==> config.mk <==
export PLATFORM = sky130hd
export DESIGN_NAME = mem_wb_hilo
export DESIGN_NICKNAME = d
export VERILOG_FILES = /design/src/rtl/mem_wb_hilo.sv
export SDC_FILE = /design/constraint.sdc
export NUM_CORES = 1
export LEC_CHECK = 0
export ABC_AREA = 1
export CORE_AREA = 3 3 135 137
export DETAILED_ROUTE_END_ITERATION = 16
export DIE_AREA = 0 0 138 140
export PLACE_DENSITY = 0.8
export SLEW_MARGIN = 20
export SYNTH_ARGS = -nofsm -noshare
export SYNTH_HDL_FRONTEND = slang
export SYNTH_SLANG_ARGS = --single-unit
==> constraint.sdc <==
create_clock -name clk -period 1.2 [get_ports clk]
set_input_delay 0.3 -clock clk [delete_from_list [all_inputs] [get_ports clk]]
set_output_delay 0.3 -clock clk [all_outputs]
set_load 0.01 [all_outputs]
==> src/rtl/mem_wb_hilo.sv <==
// Purpose: MEM/WB pipeline register, architectural HI/LO registers and HI/LO bypass to EX.
// Latency: mem_* -> wb_* one cycle; wb_hi/wb_lo -> hi_o/lo_o one further cycle; ex_hi/ex_lo combinational.
// Backpressure: stall=2'b00 advances, stall=2'b10 inserts a bubble, any other stall code holds WB; flush inserts a bubble.
//
// Build option: define HILO_FWD_EN to bypass in-flight MEM/WB HI/LO writes onto ex_hi/ex_lo.
// Without it ex_hi/ex_lo are the architectural registers, and the hazard unit must stall EX
// for two cycles after any HI/LO-writing instruction.
//
// Ports:
//   clk, rst                      clock (rising edge), asynchronous active-low reset
//   stall[1:0], flush             bit1 = MEM stalled, bit0 = WB stalled; synchronous bubble request
//   mem_wd/mem_wreg/mem_wdata     GPR write request from MEM
//   mem_hi/mem_lo/mem_whilo       HI/LO write request from MEM
//   wb_wd/wb_wreg/wb_wdata        register-file write port
//   wb_hi/wb_lo/wb_whilo          WB-stage HI/LO write request
//   hi_o/lo_o                     architectural HI/LO
//   ex_hi/ex_lo                   HI/LO as seen by an MFHI/MFLO in EX
module mem_wb_hilo #(
    parameter int REG_W    = 32,
    parameter int ADDR_W   = 5,
    parameter int NOP_ADDR = 0
) (
    input  logic              clk,
    input  logic              rst,
    input  logic [1:0]        stall,
    input  logic              flush,
    input  logic [ADDR_W-1:0] mem_wd,
    input  logic              mem_wreg,
    input  logic [REG_W-1:0]  mem_wdata,
    input  logic [REG_W-1:0]  mem_hi,
    input  logic [REG_W-1:0]  mem_lo,
    input  logic              mem_whilo,
    output logic [ADDR_W-1:0] wb_wd,
    output logic              wb_wreg,
    output logic [REG_W-1:0]  wb_wdata,
    output logic [REG_W-1:0]  wb_hi,
    output logic [REG_W-1:0]  wb_lo,
    output logic              wb_whilo,
    output logic [REG_W-1:0]  hi_o,
    output logic [REG_W-1:0]  lo_o,
    output logic [REG_W-1:0]  ex_hi,
    output logic [REG_W-1:0]  ex_lo
);

    localparam logic [ADDR_W-1:0] NOP_WD = ADDR_W'(NOP_ADDR);

    // A bubble is a flush or a stalled MEM feeding a free WB stage.
    logic load_bubble;
    logic advance;

    assign load_bubble = flush || (stall == 2'b10);
    // Only a fully free pipe advances; the illegal 2'b01 code falls through to hold.
    assign advance     = (stall == 2'b00);

    always_ff @(posedge clk or negedge rst) begin
        if (!rst) begin
            wb_wd    <= NOP_WD;
            wb_wreg  <= 1'b0;
            wb_wdata <= '0;
            wb_hi    <= '0;
            wb_lo    <= '0;
            wb_whilo <= 1'b0;
        end else if (load_bubble) begin
            wb_wd    <= NOP_WD;
            wb_wreg  <= 1'b0;
            wb_wdata <= '0;
            wb_hi    <= '0;
            wb_lo    <= '0;
            wb_whilo <= 1'b0;
        end else if (advance) begin
            wb_wd    <= mem_wd;
            wb_wreg  <= mem_wreg;
            wb_wdata <= mem_wdata;
            wb_hi    <= mem_hi;
            wb_lo    <= mem_lo;
            wb_whilo <= mem_whilo;
        end
    end

    // Commit ignores stall and flush: a held WB rewrites the same value, and a flush
    // only replaces what enters WB, not the instruction already leaving it.
    always_ff @(posedge clk or negedge rst) begin
        if (!rst) begin
            hi_o <= '0;
            lo_o <= '0;
        end else if (wb_whilo) begin
            hi_o <= wb_hi;
            lo_o <= wb_lo;
        end
    end

`ifdef HILO_FWD_EN
    // Youngest producer wins: MEM, then WB, then the architectural value.
    always_comb begin
        ex_hi = hi_o;
        ex_lo = lo_o;
        if (mem_whilo) begin
            ex_hi = mem_hi;
            ex_lo = mem_lo;
        end else if (wb_whilo) begin
            ex_hi = wb_hi;
            ex_lo = wb_lo;
        end
    end
`else
    assign ex_hi = hi_o;
    assign ex_lo = lo_o;
`endif

endmodule
# Yosys cells after proc, flatten, opt, wreduce, memory -nomap -nowiden
# Index checks and enable logic that the tools add are counted.
# Widths: inputs -> output; s select.
# word_totals
regBits	167
elab_cells	24
# classes
n_eq_ne	1
muxes	12
reduce_logical	3
# ops
operator	n
$mux 32	6
$mux 5	2
$mux 1	4
$eq 2x2->1 const B	1
$logic_not 2->1	1
$reduce_bool 2->1	1
$logic_or 1x1->1	1

# Logic depth before layout (Yosys ltp)
# logic_depth
word_depth	3
mapped_depth	6
depth_no_buf	3

# Worst setup path after synthesis
# Ideal clock, no wire load.
# synth_path
path_type	reg-to-reg
start	register wb_whilo
end	register hi_o[25] (netlist: ex_hi[25])
setup_time_ns	0.135
arrival_time_ns	1.003
slack_ns	0.063
path_stages_with_launch	6
n_path_buf	3
cell_sequence	dfrtp_1 -> buf_2 -> buf_2 -> buf_4 -> nand2_1 -> o21ai_0
# synth_lines
element	line	text
start, declared	38	output logic wb_whilo,
start signal, assigned	76	wb_whilo <= mem_whilo;
end signal, assigned	87	hi_o <= wb_hi;
end, declared	39	output logic [REG_W-1:0] hi_o,

# Worst setup path after layout
# layout_path
start	register hi_o[30] (netlist: ex_hi[30])
end	output ex_hi[30]
# layout_lines
element	line	text
end, declared	41	output logic [REG_W-1:0] ex_hi,
# No word-level cell between the ends.

==> out/metrics.csv <==
stage;metric;value;unit
sta;timing.hold.ws;0.236;ns
global_route;grt_overflow;0;
floorplanning;fp.dieH;140;microns
synth;synth.ff_latch_count;167;
synth;synthAdderAreaFrac;0;%
synth;synthMuxAreaShare;0;%
global_route;gr-usage-met3;6.18;%
sta;finalSetupViolCount;231;
placement;place_hpwl;15.7;mm
pwr;swShare;25.0;%
route;drc;0;
global_route;antenna_found_initial;0;
synth;yosys.area_share.simple;14.6;%
sta;fin_ws;-0.173;ns
pwr;power_frac_comb;17.8;%
clock_tree;cts_tree;built;
setup_path;crit_path_frequent_cell;buf_6;
placement;finalWeightedCongestion;0.823;
floorplanning;ios;339;
synth;yosys-top-cells-count;nand2_1 (270), dfrtp_1 (167), a21oi_1 (103), buf_4 (67);
setup_path;max_stage_delay;0.41;ns
setup_path;crit_family;flip-flops;
global_route;grt_usage;23.7;%
job;max-cap-violations;0;
synth;synthFlopType;dfrtp_1;
setup_path;cp.arrival;1.07;ns
synth;yosysWarnings;0;
synth;ys_seq_area_share;59.4;%
status;status;complete, but fails checks;
synth;synth_xor_area_share;0;%
synth;synth_edf_count;0;
setup_path;cp.required;0.90;ns
pwr;p_per_area;1250;nW/um^2
pwr;power.switching;3.59;mW
route;wire_per_inst;16.9;microns
setup_path;crit_fanout;2;
sta;skew;0.00971;ns
global_route;top_usage_layer;met2;
sta;hold_viol_final;0;
setup_path;cp-end-kind;output port;
floorplanning;die_area;19300;sq um
layout;area_growth;63.5;%
synth;synth_fp_nets;889;
pwr;pwr-share-seq;43.1;%
sta;fmax;728;MHz
setup_path;crit_path_start_kind;register;
sta;slew_headroom;74.0;%
sta;finalCritPeriodShare;114;%
clock_tree;clk-insertion-delay-late;0.42;ns
synth;synth_top_area_share;59.4;%
pwr;power.total;14.4;mW
synth;synth_compound_area_share;11.9;%
route;dr.first_iter.drc_count;378;
setup_path;path_class;reg2out;
clock_tree;cts.htree.levels;4;
clock_tree;numCtsBuffers;17;
pwr;internal_power;10.8;mW
synth;netlist_area;7030;sq um
synth;yosys-top-cells-area;dfrtp_1 (59%), nand2_1 (14%), a21oi_1 (7.3%), buf_4 (7.2%), o21ai_0 (4.6%);
sta;layout_min_cycle_time;1.37;ns
clock_tree;cts.sinks;167;
setup_path;crit_buf_inv;2;
route;drt-total-wl;24.1;mm
route;vias;6760;
sta;tightest_slew;0.390;ns
floorplanning;die-width;138;microns
synth;ys_async_sr_fraction;100;%
floorplanning;rows;48;
layout;diodes;0;
synth;syn_area_per_cell;9.01;sq um
clock_tree;clk_path_buf_depth;2;
sta;rsz0062_at_grt;true;
route;via_per_inst;4.74;
setup_path;crit_slowest_cell;dfrtp_1;
synth;synthCells;781;
synth;synth_top_family_by_area;simple AND/OR/NAND/NOR gates;
layout;layout-drive-gt1-share;35.5;%
layout;nNetsFinal;1297;
pwr;irDropWorstVdd;0.933;mV
global_route;grt_max_degree;72;
status;violations;setup timing;
synth;synthMostInstantiatedCell;nand2_1;
clock_tree;clkTransAtPathRegs;0.06;ns
synth;synth_cell_types;11;
clock_tree;clock-root-buffer;clkbuf_16;
global_route;met1_usage;26.8;%
global_route;grt_pass1_vias;6806;
route;postRouteAntennaNets;0;
placement;pre_cts_slack;-0.375;ns
placement;port_buffers;338;
hold_path;hp-class;in2reg;
floorplanning;initial_core_util;41.0;%
setup_path;path_cells;buf_6 > buf_6;
floorplanning;coreArea;17200;sq um
pwr;p_leak;5.77;nW
global_route;grt_first_pass_wirelength;36.7;mm
sta;slew_violations;0;
route;first_pass_iters;5;
global_route;grt_use_met2;42.7;%
pwr;power_frac_clock;39.1;%
synth;yosys.area.top_type;dfrtp_1;
-- timing repair --
action / CTS / global route
resized for setup: 1013 / 59
setup buffers: 44 / 34
hold buffers: 1 / 0
cloned: 2 / 1
pin swaps: 0 / 0
endpoints found under the hold margin: 20 / 0
endpoints found under the setup margin: 257 / 260
-- per-layer routing --
metal  vias to the layer above  part of all wire (%)
li1                       3186                     -
met1                      3227                    36
met2                       298                    53
met3                        49                   7.1
met4                         0                   3.3
met5                         -                     0
-- final timing paths --
path                        startpoint     endpoint  slack (ns)  cells past startpoint
hold reg to reg            wb_wdata[4]  wb_wdata[4]        0.53                      2
max in group asynchronous          rst     wb_whilo        0.34                      3
setup / recovery             ex_hi[30]    ex_hi[30]       -0.17                      2
min in group asynchronous          rst     wb_wd[2]        0.33                      2
setup reg to reg              wb_whilo    ex_hi[25]        0.03                      4
hold / removal                   flush     wb_hi[0]        0.24                      2
-- worst register-to-register path: stages (launching register included) --
cell	delay (ns)
dfrtp_4	0.51
buf_8	0.17
buf_12	0.17
nand2_1	0.10
o21ai_0	0.09
-- state kept, by name, summed over array words and instances, names as in the netlist --
signal and count:
wb_lo 32, ex_lo 32, wb_hi 32, wb_wdata 32
wb_whilo 1, wb_wreg 1, ex_hi 32, wb_wd 5
-- kinds of logic after synthesis --
family | count (synthesis)
AO/OA/AOI/OAI | 167
AND/OR/NAND/NOR | 271
flip-flops | 167
buffers and inverters | 176
-- metrics by stage --
stage               instance area, sq um  setup TNS [ns]  std cells  utilization [%]
floorplan                           7030               0        781                -
global placement                   10700          -31.25       1313             62.2
detailed placement                 10700          -35.27       1313             62.2
CTS                                11000          -18.45       1390             63.8
global route                       11500          -21.97       1425             67.0
finish                             11500          -14.08       1425             67.0
-- layout make-up --
cell class	count	area (sq um)
clock buffer	22	444
clock inverter	8	151
fill	1354	5680
inverter	64	240
multi-input combinational	438	1860
sequential	167	4190
tap	225	282
timing repair buffer	501	4330
-- cells in the final DEF (no fill, tap or decap) --
| cell | netlist | layout |
|---|---|---|
| clkinvlp_4 | 0 | 3 |
| clkdlybuf4s50_1 | 0 | 104 |
| buf_8 | 0 | 1 |
| nand2_1 | 270 | 270 |
| inv_1 | 64 | 64 |
| dfrtp_4 | 0 | 1 |
| buf_16 | 0 | 3 |
| buf_12 | 0 | 11 |
| o21ai_2 | 0 | 1 |
| clkbuf_1 | 14 | 5 |
| buf_6 | 8 | 113 |
| dfrtp_2 | 0 | 2 |
| dfrtp_1 | 167 | 164 |
| bufinv_16 | 0 | 4 |
| clkinv_4 | 0 | 1 |
| dlygate4sd3_1 | 0 | 1 |
| o21ai_0 | 64 | 50 |
| nor2_4 | 1 | 1 |
| buf_2 | 18 | 135 |
| buf_4 | 67 | 132 |
| clkbuf_16 | 0 | 18 |
| o21ai_1 | 0 | 13 |
| a21oi_1 | 103 | 103 |
-- power groups by stage --
stage	Sequential [mW]	Clock, mW	Combinational, mW
CTS	6.17	5.70	2.39
floorplan	6.39	0	0.812
finish	6.20	5.62	2.56
global route	6.23	5.92	2.76
global placement	6.28	0	2.44
detailed placement	6.29	0	2.48
No activity file was read; power rests on OpenSTA's default activity.
